$ cat config.mk
export PLATFORM = sky130hd
export DESIGN_NAME = ppu_reg_interface
export DESIGN_NICKNAME = d
export VERILOG_FILES = /design/src/rtl/ppu_reg_interface.sv
export SDC_FILE = /design/constraint.sdc
export NUM_CORES = 1
export LEC_CHECK = 0
export ABC_CLOCK_PERIOD_IN_PS = 3650
export CAP_MARGIN = 20
export CORE_ASPECT_RATIO = 0.75
export CORE_UTILIZATION = 54
export DETAILED_ROUTE_END_ITERATION = 8
export GPL_TIMING_DRIVEN = 1
export MAX_ROUTING_LAYER = met4
export PLACE_DENSITY = 0.87
export SYNTH_ARGS = -nofsm -noshare
export SYNTH_HDL_FRONTEND = slang
export SYNTH_SLANG_ARGS = --single-unit
$ cat constraint.sdc
create_clock -name clk -period 3.65 [get_ports clk]
set_clock_uncertainty 0.15 [all_clocks]
set_input_delay 0.365 -clock clk [delete_from_list [all_inputs] [get_ports clk]]
set_output_delay 0.365 -clock clk [all_outputs]
set_load 0.03 [all_outputs]
$ cat src/rtl/ppu_reg_interface.sv
// CPU-side register file of the PPU ($2000-$2007): control/mask/scroll/address
// latches, status flags, PPUDATA read buffer, OAM/VRAM/palette write port and NMI.
module ppu_reg_interface #(
  parameter int INC_BIG = 32
) (
  input  logic        clk,
  input  logic        reset_n,
  input  logic        cpu_cs,
  input  logic        cpu_rw,
  input  logic [2:0]  cpu_addr,
  input  logic [7:0]  cpu_wdata,
  output logic [7:0]  cpu_rdata,
  output logic        cpu_rvalid,
  output logic        busy,
  output logic        nmi_n,
  input  logic        vblank_start,
  input  logic        vblank_end,
  input  logic        sprite0_hit,
  input  logic        sprite_ovf,
  output logic [15:0] vram_addr,
  output logic        vram_we,
  output logic [7:0]  vram_wdata,
  input  logic [7:0]  vram_rdata,
  output logic [4:0]  palette_addr,
  output logic        palette_we,
  output logic [7:0]  palette_wdata,
  input  logic [7:0]  palette_rdata,
  output logic [7:0]  oam_addr,
  output logic        oam_we,
  output logic [7:0]  oam_wdata,
  input  logic [7:0]  oam_rdata,
  output logic [7:0]  ppuctrl,
  output logic [7:0]  ppumask,
  output logic [7:0]  scroll_x,
  output logic [7:0]  scroll_y
);

  // CPU handshake: a strobe is accepted only when cpu_cs=1 and busy=0; an
  // accepted read answers with a single cpu_rvalid pulse carrying cpu_rdata.
  typedef enum logic {IDLE = 1'b0, FETCH = 1'b1} state_t;
  typedef enum logic [1:0] {F_OAM = 2'd0, F_VRAM = 2'd1, F_PAL = 2'd2} fetch_t;

  state_t      state_q;
  fetch_t      fetch_q;
  logic [13:0] v_q;
  logic        w_q;
  logic [7:0]  buf_q;
  logic        vbl_q, s0_q, ovf_q;
  logic        vbl_d, s0_d, ovf_d;
  logic [7:0]  ppuctrl_q, ppumask_q, scroll_x_q, scroll_y_q;
  logic [7:0]  oam_addr_q, oam_wr_addr_q;
  logic [13:0] wr_addr_q;
  logic [7:0]  wdata_q;
  logic        vram_we_q, palette_we_q, oam_we_q;
  logic [7:0]  rdata_q;
  logic        rvalid_q;
  logic        nmi_n_q;

  logic        acc_wr, acc_rd, v_is_pal;
  logic [13:0] inc;

  assign acc_wr   = cpu_cs && (state_q == IDLE) && !cpu_rw;
  assign acc_rd   = cpu_cs && (state_q == IDLE) && cpu_rw;
  assign v_is_pal = (v_q[13:8] == 6'h3F);
  assign inc      = ppuctrl_q[2] ? 14'(INC_BIG) : 14'd1;

  // A status read wins over a coincident vblank_start; vblank_end wins over all.
  always_comb begin
    vbl_d = vbl_q;
    s0_d  = s0_q;
    ovf_d = ovf_q;
    if (vblank_start) vbl_d = 1'b1;
    if (sprite0_hit)  s0_d  = 1'b1;
    if (sprite_ovf)   ovf_d = 1'b1;
    if (acc_rd && cpu_addr == 3'd2) vbl_d = 1'b0;
    if (vblank_end) begin
      vbl_d = 1'b0;
      s0_d  = 1'b0;
      ovf_d = 1'b0;
    end
  end

  always_ff @(posedge clk or negedge reset_n) begin
    if (!reset_n) begin
      state_q       <= IDLE;
      fetch_q       <= F_OAM;
      v_q           <= '0;
      w_q           <= 1'b0;
      buf_q         <= '0;
      vbl_q         <= 1'b0;
      s0_q          <= 1'b0;
      ovf_q         <= 1'b0;
      ppuctrl_q     <= '0;
      ppumask_q     <= '0;
      scroll_x_q    <= '0;
      scroll_y_q    <= '0;
      oam_addr_q    <= '0;
      oam_wr_addr_q <= '0;
      wr_addr_q     <= '0;
      wdata_q       <= '0;
      vram_we_q     <= 1'b0;
      palette_we_q  <= 1'b0;
      oam_we_q      <= 1'b0;
      rdata_q       <= '0;
      rvalid_q      <= 1'b0;
      nmi_n_q       <= 1'b1;
    end else begin
      vbl_q        <= vbl_d;
      s0_q         <= s0_d;
      ovf_q        <= ovf_d;
      nmi_n_q      <= ~(ppuctrl_q[7] & vbl_q);
      vram_we_q    <= 1'b0;
      palette_we_q <= 1'b0;
      oam_we_q     <= 1'b0;
      rvalid_q     <= 1'b0;
      case (state_q)
        IDLE: begin
          if (acc_wr) begin
            case (cpu_addr)
              3'd0: ppuctrl_q  <= cpu_wdata;
              3'd1: ppumask_q  <= cpu_wdata;
              3'd3: oam_addr_q <= cpu_wdata;
              3'd4: begin
                oam_we_q      <= 1'b1;
                oam_wr_addr_q <= oam_addr_q;
                wdata_q       <= cpu_wdata;
                oam_addr_q    <= oam_addr_q + 8'd1;
              end
              3'd5: begin
                if (!w_q) scroll_x_q <= cpu_wdata;
                else      scroll_y_q <= cpu_wdata;
                w_q <= ~w_q;
              end
              3'd6: begin
                if (!w_q) v_q[13:8] <= cpu_wdata[5:0];
                else      v_q[7:0]  <= cpu_wdata;
                w_q <= ~w_q;
              end
              3'd7: begin
                // The write address is captured so v can advance immediately.
                wr_addr_q <= v_q;
                wdata_q   <= cpu_wdata;
                if (v_is_pal) palette_we_q <= 1'b1;
                else          vram_we_q    <= 1'b1;
                v_q <= v_q + inc;
              end
              default: ;
            endcase
          end else if (acc_rd) begin
            case (cpu_addr)
              3'd2: begin
                rdata_q  <= {vbl_q, s0_q, ovf_q, 5'b0};
                rvalid_q <= 1'b1;
                w_q      <= 1'b0;
              end
              3'd4: begin
                state_q <= FETCH;
                fetch_q <= F_OAM;
              end
              3'd7: begin
                state_q <= FETCH;
                fetch_q <= v_is_pal ? F_PAL : F_VRAM;
              end
              default: begin
                rdata_q  <= '0;
                rvalid_q <= 1'b1;
              end
            endcase
          end
        end
        FETCH: begin
          state_q  <= IDLE;
          rvalid_q <= 1'b1;
          case (fetch_q)
            F_OAM:  rdata_q <= oam_rdata;
            F_VRAM: begin
              rdata_q <= buf_q;
              buf_q   <= vram_rdata;
              v_q     <= v_q + inc;
            end
            F_PAL: begin
              rdata_q <= palette_rdata;
              buf_q   <= vram_rdata;
              v_q     <= v_q + inc;
            end
            default: ;
          endcase
        end
        default: state_q <= IDLE;
      endcase
    end
  end

  // During a write pulse the memories see the captured address, otherwise v.
  assign vram_addr     = {2'b00, vram_we_q ? wr_addr_q : v_q};
  assign palette_addr  = palette_we_q ? wr_addr_q[4:0] : v_q[4:0];
  assign oam_addr      = oam_we_q ? oam_wr_addr_q : oam_addr_q;
  assign vram_we       = vram_we_q;
  assign palette_we    = palette_we_q;
  assign oam_we        = oam_we_q;
  assign vram_wdata    = wdata_q;
  assign palette_wdata = wdata_q;
  assign oam_wdata     = wdata_q;
  assign cpu_rdata     = rdata_q;
  assign cpu_rvalid    = rvalid_q;
  assign busy          = (state_q == FETCH);
  assign nmi_n         = nmi_n_q;
  assign ppuctrl       = ppuctrl_q;
  assign ppumask       = ppumask_q;
  assign scroll_x      = scroll_x_q;
  assign scroll_y      = scroll_y_q;

endmodule
==> impl_summary.txt, run 1 <==
----------------------------------------------------
[Outcome]
  Result of the run ... finished, final reports clean

[Placed design]
  DP Cell Count ... 788
  RePlAce Congestion ... between 0.8 and 0.9
  HPWL Detailed ... 9.93 mm
  # port buffers ... around 140

[Floorplan]
  Row count ... 32
  Die height ... 90.9 µm
  Die Span X ... 120 µm
  Total Die Area ... 0.0109 mm²
  Placeable Area ... 0.0102 mm²
  Number of I/O pins ... about 140
  Initial standard-cell utilization of the core ... 55.5%

[Finish]
  Area delta synth->final ... 29.5%
  Fraction of final layout cells with drive strength greater than 1 ... 16.1%
  Ant diodes ... 0
  Final Non-Filler Cells ... 805
  Total Nets Final ... 714

[Setup path]
  Standard cell with the maximum stage delay on the critical path ... sky130_fd_sc_hd__dfrtp_1
  Flop2flop setup slack ... 1.33 ns
  Largest stage delay on the critical path ... 0.77 ns
  Launching point of the worst reg2reg path ... busy
  Critical path start-end classification ... flop to primary output
  Crit-path cells ... mux2_2, clkdlybuf4s50_1
  Type of origin of the critical path ... flop
  Arrival time reported for the critical path endpoint ... around 2.1 ns
  Worst Path Max Fanout ... 19
  Gate family responsible for the most delay along the worst path ... flip-flops
  Critical path buffers and inverters ... 1
  Critical path data required time ... 3.13 ns
  Path depth of the worst reg2reg path ... 5
  Endpoint of the worst register-to-register path ... oam_wdata[7]
  Critical path capture point type ... primary output

[Run]
  Maximum capacitance violations ... 0

[Clock network]
  Total CTS buffers ... 9
  Number of gates given a new drive strength after cts ... 0
  Clock tree root buffer cell ... sky130_fd_sc_hd__clkbuf_16
  Hold buffer count at CTS ... 1
  H-tree depth ... 3
  Post-CTS clock slew at the launch and capture registers of the worst setup and hold paths ... 0.08 ns
  Setup repair bufs after CTS ... 0
  Clock sinks ... ~110
  TritonCTS clock tree ... built
  Clk_lat worst skew ... 0.36 ns
  Max Buffers Root-to-Sink ... 2

[Drt]
  Number of iterations in the first detailed-routing pass ... 5
  Initial DRC count ... about 380
  Vias per std cell ... about 5.9
  Drt total wl ... around 14 mm
  DRC violations left ... 0
  Average wire per standard cell ... approximately 18 µm
  Number of nets with antenna violations after routing ... 0
  DR vias ... approximately 4700

[STA]
  Timing-limited maximum frequency ... roughly 0.38 GHz
  Slew @ Worst Pin ... 0.907 ns
  Final-layout setup total negative slack ... 0 ns
  Tcrit/Tclk final ... 72.6%
  Setup repair after global routing missed its margin ... false
  Minimum clock period ... 2.65 ns
  Final Max Slew Viols ... 0
  Final hold violation count ... 0
  Finish-stage setup viols ... 0
  Relative slew slack ... 39.4%

[Logic synthesis]
  Number of standard cells after synthesis ... roughly 560
  Register area share after synthesis ... 49.3%
  EDFF count, synth ... 0
  Distinct cells, synth ... 56
  Synth warn ... 0
  Most frequently used flop master after synthesis ... sky130_fd_sc_hd__dfrtp_1
  Mapped Area ... 0.00569 mm²
  Asr flop ratio synth ... 100%
  Mean area per synthesized cell ... 10.2 µm²
  Number of flip-flops and latches in the synthesized netlist ... 112

[Global routing]
  Antenna violations before repair ... 0
  Global routing usage summed across all routing layers ... 28.7%
  Vias in the first global route ... 4631
  Maximum number of pins on one net before global-route repair ... 113
  Total congestion overflow after global routing ... 0
  First-pass GRT wire length ... roughly 24 mm

[Power and ir drop]
  Maximum VDD drop ... 403 µV
  Leakage ... 3.19 nW
  Power density over the cells ... 672 mW/mm²

[Worst hold path]
  Launch instance of the worst min-delay path ... ppuctrl[7]
  Instance count along the most critical hold path ... 1
  Path category of the worst min-delay check ... flop to flop
  End of the worst hold path ... nmi_n

----------------------------------------------------
-- through the flow --
stage	total power [mW]	util, %	area (µm²)	hold slack (ns)	setup slack [ns]
2_1_floorplan	3.15	-	5690	-0.0806	1.48
3_3_place_gp	3.87	68.7	7040	0.280	0.806
3_5_place_dp	3.95	68.7	7040	0.266	0.675
4_1_cts	4.96	71.8	7360	0.290	0.993
5_1_grt	5.19	71.8	7360	0.329	0.850
6_report	4.95	71.8	7360	0.284	0.999
-- layout make-up --
cell class / instances / area, µm²
timing repair buffer: 147 / 1460
sequential: 112 / 2800
tap: 136 / 170
multi-input combinational: 379 / 2560
clock inverter: 7 / 86.3
clock buffer: 9 / 225
fill: 740 / 2890
inverter: 15 / 56.3
-- cells in the mapped netlist (4+ instances only) --
cell	n	share of area [%]
sky130_fd_sc_hd__dfrtp_1	111	49
sky130_fd_sc_hd__nand2_1	95	6.3
sky130_fd_sc_hd__mux2_2	70	14
sky130_fd_sc_hd__o21ai_0	27	2.4
sky130_fd_sc_hd__clkbuf_1	26	1.7
sky130_fd_sc_hd__nor2_1	24	1.6
sky130_fd_sc_hd__a21oi_1	23	2.0
sky130_fd_sc_hd__buf_4	18	2.4
sky130_fd_sc_hd__inv_1	15	0.99
sky130_fd_sc_hd__nand3_1	11	0.97
sky130_fd_sc_hd__a22oi_1	10	1.3
sky130_fd_sc_hd__mux2i_1	10	1.8
sky130_fd_sc_hd__ha_1	7	1.5
sky130_fd_sc_hd__nand2b_1	7	0.77
sky130_fd_sc_hd__o211ai_1	7	0.92
sky130_fd_sc_hd__a22o_1	6	0.92
sky130_fd_sc_hd__and3_1	6	0.66
sky130_fd_sc_hd__o22ai_1	6	0.66
sky130_fd_sc_hd__a31oi_1	5	0.55
sky130_fd_sc_hd__buf_2	5	0.44
sky130_fd_sc_hd__nand4_1	5	0.55
sky130_fd_sc_hd__a31o_2	4	0.62
sky130_fd_sc_hd__and2_1	4	0.44
sky130_fd_sc_hd__nor2b_1	4	0.44
sky130_fd_sc_hd__nor3_1	4	0.35
sky130_fd_sc_hd__nor3b_1	4	0.53
sky130_fd_sc_hd__nor4_1	4	0.44
-- cells in the final DEF (no fill, tap or decap), types with 2 or more instances in the layout --
cell and count:
sky130_fd_sc_hd__a211oi_1 3, sky130_fd_sc_hd__a21oi_1 23, sky130_fd_sc_hd__a22o_1 6, sky130_fd_sc_hd__a22oi_1 10, sky130_fd_sc_hd__a311oi_1 3, sky130_fd_sc_hd__a31o_2 4
sky130_fd_sc_hd__a31oi_1 5, sky130_fd_sc_hd__and2_1 4, sky130_fd_sc_hd__and3_1 6, sky130_fd_sc_hd__buf_4 7, sky130_fd_sc_hd__clkbuf_16 9, sky130_fd_sc_hd__clkdlybuf4s50_1 138
sky130_fd_sc_hd__clkinv_4 2, sky130_fd_sc_hd__clkinv_8 3, sky130_fd_sc_hd__conb_1 2, sky130_fd_sc_hd__dfrtp_1 111, sky130_fd_sc_hd__ha_1 7, sky130_fd_sc_hd__inv_1 15
sky130_fd_sc_hd__mux2_2 70, sky130_fd_sc_hd__mux2i_1 10, sky130_fd_sc_hd__nand2_1 95, sky130_fd_sc_hd__nand2b_1 7, sky130_fd_sc_hd__nand3_1 11, sky130_fd_sc_hd__nand4_1 5
sky130_fd_sc_hd__nor2_1 24, sky130_fd_sc_hd__nor2b_1 4, sky130_fd_sc_hd__nor3_1 4, sky130_fd_sc_hd__nor3b_1 4, sky130_fd_sc_hd__nor4_1 4, sky130_fd_sc_hd__nor4b_1 2
sky130_fd_sc_hd__o211ai_1 7, sky130_fd_sc_hd__o21ai_0 27, sky130_fd_sc_hd__o22ai_1 6, sky130_fd_sc_hd__o31ai_1 2, sky130_fd_sc_hd__or2_2 2, sky130_fd_sc_hd__or3_1 3
-- sequential cells by signal, indices dropped and copies added, names as in the netlist --
signal         cells
v_q               14
cpu_rdata          8
vram_we            1
oam_addr_q         8
vbl_q              1
busy               1
oam_we             1
w_q                1
fetch_q            2
oam_wr_addr_q      8
ppumask            8
ovf_q              1
buf_q              8
cpu_rvalid         1
scroll_x           8
wr_addr_q         14
ppuctrl            8
s0_q               1
palette_we         1
nmi_n              1
oam_wdata          8
scroll_y           8
-- power by group --
group	internal, mW	leakage, nW	total [mW]	switching [mW]
Combinational	0.903	1.65	2.05	1.15
Sequential	1.57	1.40	1.90	0.327
Clock	0.491	0.150	0.997	0.506
-- how the worst max path moves through the flow --
stage,end,cells past startpoint,slack (ns),start
after floorplan,vram_addr[5],3,1.48,vram_we
after global placement,oam_wdata[0],6,0.81,cpu_addr[1]
after detailed placement,oam_wdata[7],6,0.67,cpu_addr[1]
after CTS,vram_addr[12],2,0.99,vram_we
after global routing,oam_wdata[6],6,0.85,cpu_addr[1]
final,vram_addr[12],2,1.0,vram_we
-- routing by layer --
| metal | part of all wire [%] | track usage (%) |
|---|---|---|
| met4 | 2.0 | 8.54 |
| met5 | 0 | - |
| met1 | 44 | 39.0 |
| met3 | 8.5 | 7.07 |
| met2 | 46 | 42.7 |
-- cells by family (layout without fill, tap and decap cells) --
group | after synthesis | count (layout) | share of synthesized area, %
other | 1 | 2 | 0.0660
adders and majority gates | 7 | 7 | 1.54
DFF | 112 | 112 | 49.3
muxes | 80 | 80 | 15.6
AOI/OAI and AO/OA | 106 | 106 | 12.3
buffers and inverters | 66 | 178 | 5.79
xor gates and xnor gates | 1 | 1 | 0.154
and+or+nand+nor | 183 | 183 | 15.2
Power figures use the tool's default switching activity.
==> run 2, diff against run 1 <==
==> config.mk (replaced) <==
export PLATFORM = sky130hd
export DESIGN_NAME = ppu_reg_interface
export DESIGN_NICKNAME = d
export VERILOG_FILES = /design/src/rtl/ppu_reg_interface.sv
export SDC_FILE = /design/constraint.sdc
export NUM_CORES = 1
export LEC_CHECK = 0
export ABC_CLOCK_PERIOD_IN_PS = 2300
export CAP_MARGIN = 20
export CORE_ASPECT_RATIO = 0.75
export CORE_UTILIZATION = 45
export DETAILED_ROUTE_END_ITERATION = 8
export GPL_TIMING_DRIVEN = 1
export MAX_ROUTING_LAYER = met4
export PLACE_DENSITY = 0.77
export SYNTH_ARGS = -nofsm -noshare
export SYNTH_HDL_FRONTEND = slang
export SYNTH_SLANG_ARGS = --single-unit
==> constraint.sdc (replaced) <==
create_clock -name clk -period 2.3 [get_ports clk]
set_clock_uncertainty 0.15 [all_clocks]
set_input_delay 0.23 -clock clk [delete_from_list [all_inputs] [get_ports clk]]
set_output_delay 0.23 -clock clk [all_outputs]
set_load 0.03 [all_outputs]
==> run 2 against run 1 <==
Count of clock-buffer cells in the layout is 3 higher. Core utilization is 10 points lower. Final cell count is 7.0% higher. Register-to-register slack worse by 1.1 ns. Global-route usage is 4.6 points lower. Via count is 0.57% higher. Non-clock buffer count is 27 higher. Routed wire length is 1.9% higher. Setup slack worse by 0.94 ns. Total power is 58% higher. Final area is 3.3% higher. Critical endpoint is now vram_addr[4]. Largest power group unchanged.
==> impl_summary.txt, run 2 (synthesized netlist as in run 1, its figures left out) <==
----------------------------------------------------
[Outcome]
  Result of the run ... finished, final reports clean

[Power and ir drop]
  Power density over the cells ... 1020 mW/mm² (+53%)
  Sw frac ... 38.8% (-1.2 points)
  Comb power frac ... 42.2% (+0.8 points)
  Maximum VDD drop ... 669 µV (+66%)
  Internal power ... 4.77 mW (+61%)
  Net Sw Power ... 3.03 mW (+53%)
  Sequential share of power ... 38.6% (+0.2 points)
  Power share of the clock group ... 19.2% (-1.0 points)
  Leakage ... 3.35 nW (+4.9%)

[Setup path]
  Critical path data required time ... 1.92 ns (-1.21 ns)
  Path depth of the worst reg2reg path ... 6 (+1)
  Flop2flop setup slack ... 0.22 ns (-1.11 ns)
  Critical path start-end classification ... flop to primary output
  Endpoint of the worst register-to-register path ... v_q[7]
  Arrival time reported for the critical path endpoint ... 1.86 ns (-0.28 ns)
  Type of origin of the critical path ... flop
  Critical path capture point type ... primary output
  Worst Path Max Fanout ... 18 (-1)
  Launching point of the worst reg2reg path ... fetch_q[0]

[Clock network]
  Total CTS buffers ... 9 (unchanged)
  Post-CTS clock slew at the launch and capture registers of the worst setup and hold paths ... 0.07 ns (about the same)
  Clk_lat worst skew ... 0.34 ns (-0.02 ns)
  Max Buffers Root-to-Sink ... 2 (unchanged)
  TritonCTS clock tree ... built
  Clock tree root buffer cell ... sky130_fd_sc_hd__clkbuf_16
  H-tree depth ... 3 (unchanged)
  Clock sinks ... 112 (unchanged)

[Run]
  Maximum capacitance violations ... 0 (unchanged)

[STA]
  Setup repair after global routing missed its margin ... false
  Finish-stage setup viols ... 0 (unchanged)
  Final Max Slew Viols ... 0 (unchanged)
  Minimum clock period ... 2.24 ns
  Slew @ Worst Pin ... 0.588 ns (-0.319 ns)
  Min setup slack post-route ... 0.0603 ns (-0.939 ns)
  Timing-limited maximum frequency ... 0.446 GHz
  Final hold violation count ... 0 (unchanged)
  Worst hold-check slack ... 0.275 ns (-0.00920 ns)
  Tcrit/Tclk final ... 97.4%
  Relative slew slack ... 60.8% (+21 points)

[Drt]
  Number of nets with antenna violations after routing ... 0 (unchanged)
  Average wire per standard cell ... 16.9 µm (-4.7%)
  DR vias ... 4756 (+0.57%)
  Drt total wl ... 14.5 mm (+1.9%)
  Vias per std cell ... 5.52 (-6.0%)
  Initial DRC count ... 290 (-23%)
  Number of iterations in the first detailed-routing pass ... 5 (unchanged)
  DRC violations left ... 0 (unchanged)

[Global routing]
  Maximum number of pins on one net before global-route repair ... 44 (-61%)
  Antenna violations before repair ... 0 (unchanged)
  Total congestion overflow after global routing ... 0 (unchanged)
  First-pass GRT wire length ... 24.3 mm (+2.5%)
  Vias in the first global route ... 4674 (+0.93%)
  Global routing usage summed across all routing layers ... 24.1% (-4.6 points)

[Floorplan]
  Row count ... 35 (+9.4%)
  Total Die Area ... 0.0131 mm² (+20%)
  Placeable Area ... 0.0123 mm² (+20%)
  Number of I/O pins ... 142 (unchanged)
  Die height ... 99.3 µm (+9.3%)
  Die Span X ... 132 µm (+9.4%)
  Initial standard-cell utilization of the core ... 46.2% (-9.3 points)

[Finish]
  Ant diodes ... 0 (unchanged)
  Fin util ... 61.8% (-10 points)
  Registers with the most flip-flops ... v_q: 14 flops, wr_addr_q: 14 flops
  Leading cell types in the layout, fill and taps excluded ... 134 x sky130_fd_sc_hd__clkdlybuf4s50_1, 109 x sky130_fd_sc_hd__dfrtp_1, 95 x sky130_fd_sc_hd__nand2_1
  Filler cell count in the final layout ... 1023 (+38%)
  Total Nets Final ... 741 (+3.8%)
  Fraction of final layout cells with drive strength greater than 1 ... 19.6% (+3.4 points)
  Most common cell after layout, fill and taps aside ... sky130_fd_sc_hd__clkdlybuf4s50_1
  Post-Layout Inst Area ... 0.00760 mm² (+3.3%)
  Final Non-Filler Cells ... 861 (+7.0%)
  Area delta synth->final ... 33.8%

[Worst hold path]
  Path category of the worst min-delay check ... input pin to async pin

[Placed design]
  # port buffers ... 139 (unchanged)
  RePlAce Congestion ... 0.855 (+1.6%)
  Instance area at placement ... 0.00729 mm² (+3.5%)
  Worst setup slack after placement ... -0.0566 ns (-0.731 ns)
  DP Cell Count ... 844 (+7.1%)
  HPWL Detailed ... 10.8 mm (+8.6%)

----------------------------------------------------
-- run 2: cell types whose count changed in the layout (fill, tap and decap cells not counted), moves of 2 or more --
cell                              previous run  this run
sky130_fd_sc_hd__buf_4                       7        33
sky130_fd_sc_hd__clkdlybuf4s50_1           138       134
sky130_fd_sc_hd__dlymetal6s2s_1              0         4
sky130_fd_sc_hd__clkinv_8                    3         0
sky130_fd_sc_hd__clkbuf_8                    0         2
sky130_fd_sc_hd__dfrtp_1                   111       109
-- run 2: per-layer routing --
metal | GRT usage, % | wire, µm
met1 | 32.8 | 6720
met2 | 36.3 | 6620
met3 | 5.81 | 989
met4 | 5.81 | 206
met5 | - | 0
-- run 2: metrics by stage --
stage / setup TNS, ns / total power, mW
finish: 0 / 7.79
global route: 0 / 8.23
CTS: 0 / 7.84
detailed placement: -0.583 / 6.32
global placement: -0.133 / 6.20
floorplan: 0 / 5.00
-- run 2: area by class of cell --
| type | count | area, µm² | area share [%] |
|---|---|---|---|
| clock inverters | 3 | 26.3 | 0.346 |
| multi-input cells | 379 | 2560 | 33.7 |
| clock buffers | 12 | 256 | 3.37 |
| repair buffers | 174 | 1690 | 22.2 |
| flip-flops and latches | 112 | 2810 | 36.9 |
| inverters | 15 | 56.3 | 0.740 |
| well taps | 166 | 208 | 2.73 |
-- run 2: what timing repair did --
action | 4_1_cts | 5_1_grt
resized for setup | 3 | 5
hold endpoints to repair | 40 | 0
hold buffers | 1 | 0
setup endpoints to repair | 19 | 8
buffers inserted | 0 | 1
-- run 2: worst max-delay path by stage --
stage,startpoint,endpoint,cells after the start
floorplan,busy,oam_wdata[0],5
global placement,cpu_cs,v_q[7],5
detailed placement,cpu_cs,v_q[7],6
CTS,vram_we,vram_addr[5],2
global route,vram_we,vram_addr[4],2
finish,vram_we,vram_addr[4],2
-- run 2: worst max-delay path: stages (launching register included) --
cell and delay (ns):
sky130_fd_sc_hd__dfrtp_4 0.55, sky130_fd_sc_hd__mux2_2 0.38, sky130_fd_sc_hd__clkdlybuf4s50_1 0.59
-- run 2: power by group through the flow --
stage	clock [mW]	sequential (mW)	combinational (mW)
global route	1.62	3.08	3.53
CTS	1.54	2.99	3.30
finish	1.50	3.01	3.29
global placement	0	2.98	3.22
floorplan	0	3.19	1.82
detailed placement	0	3.03	3.29
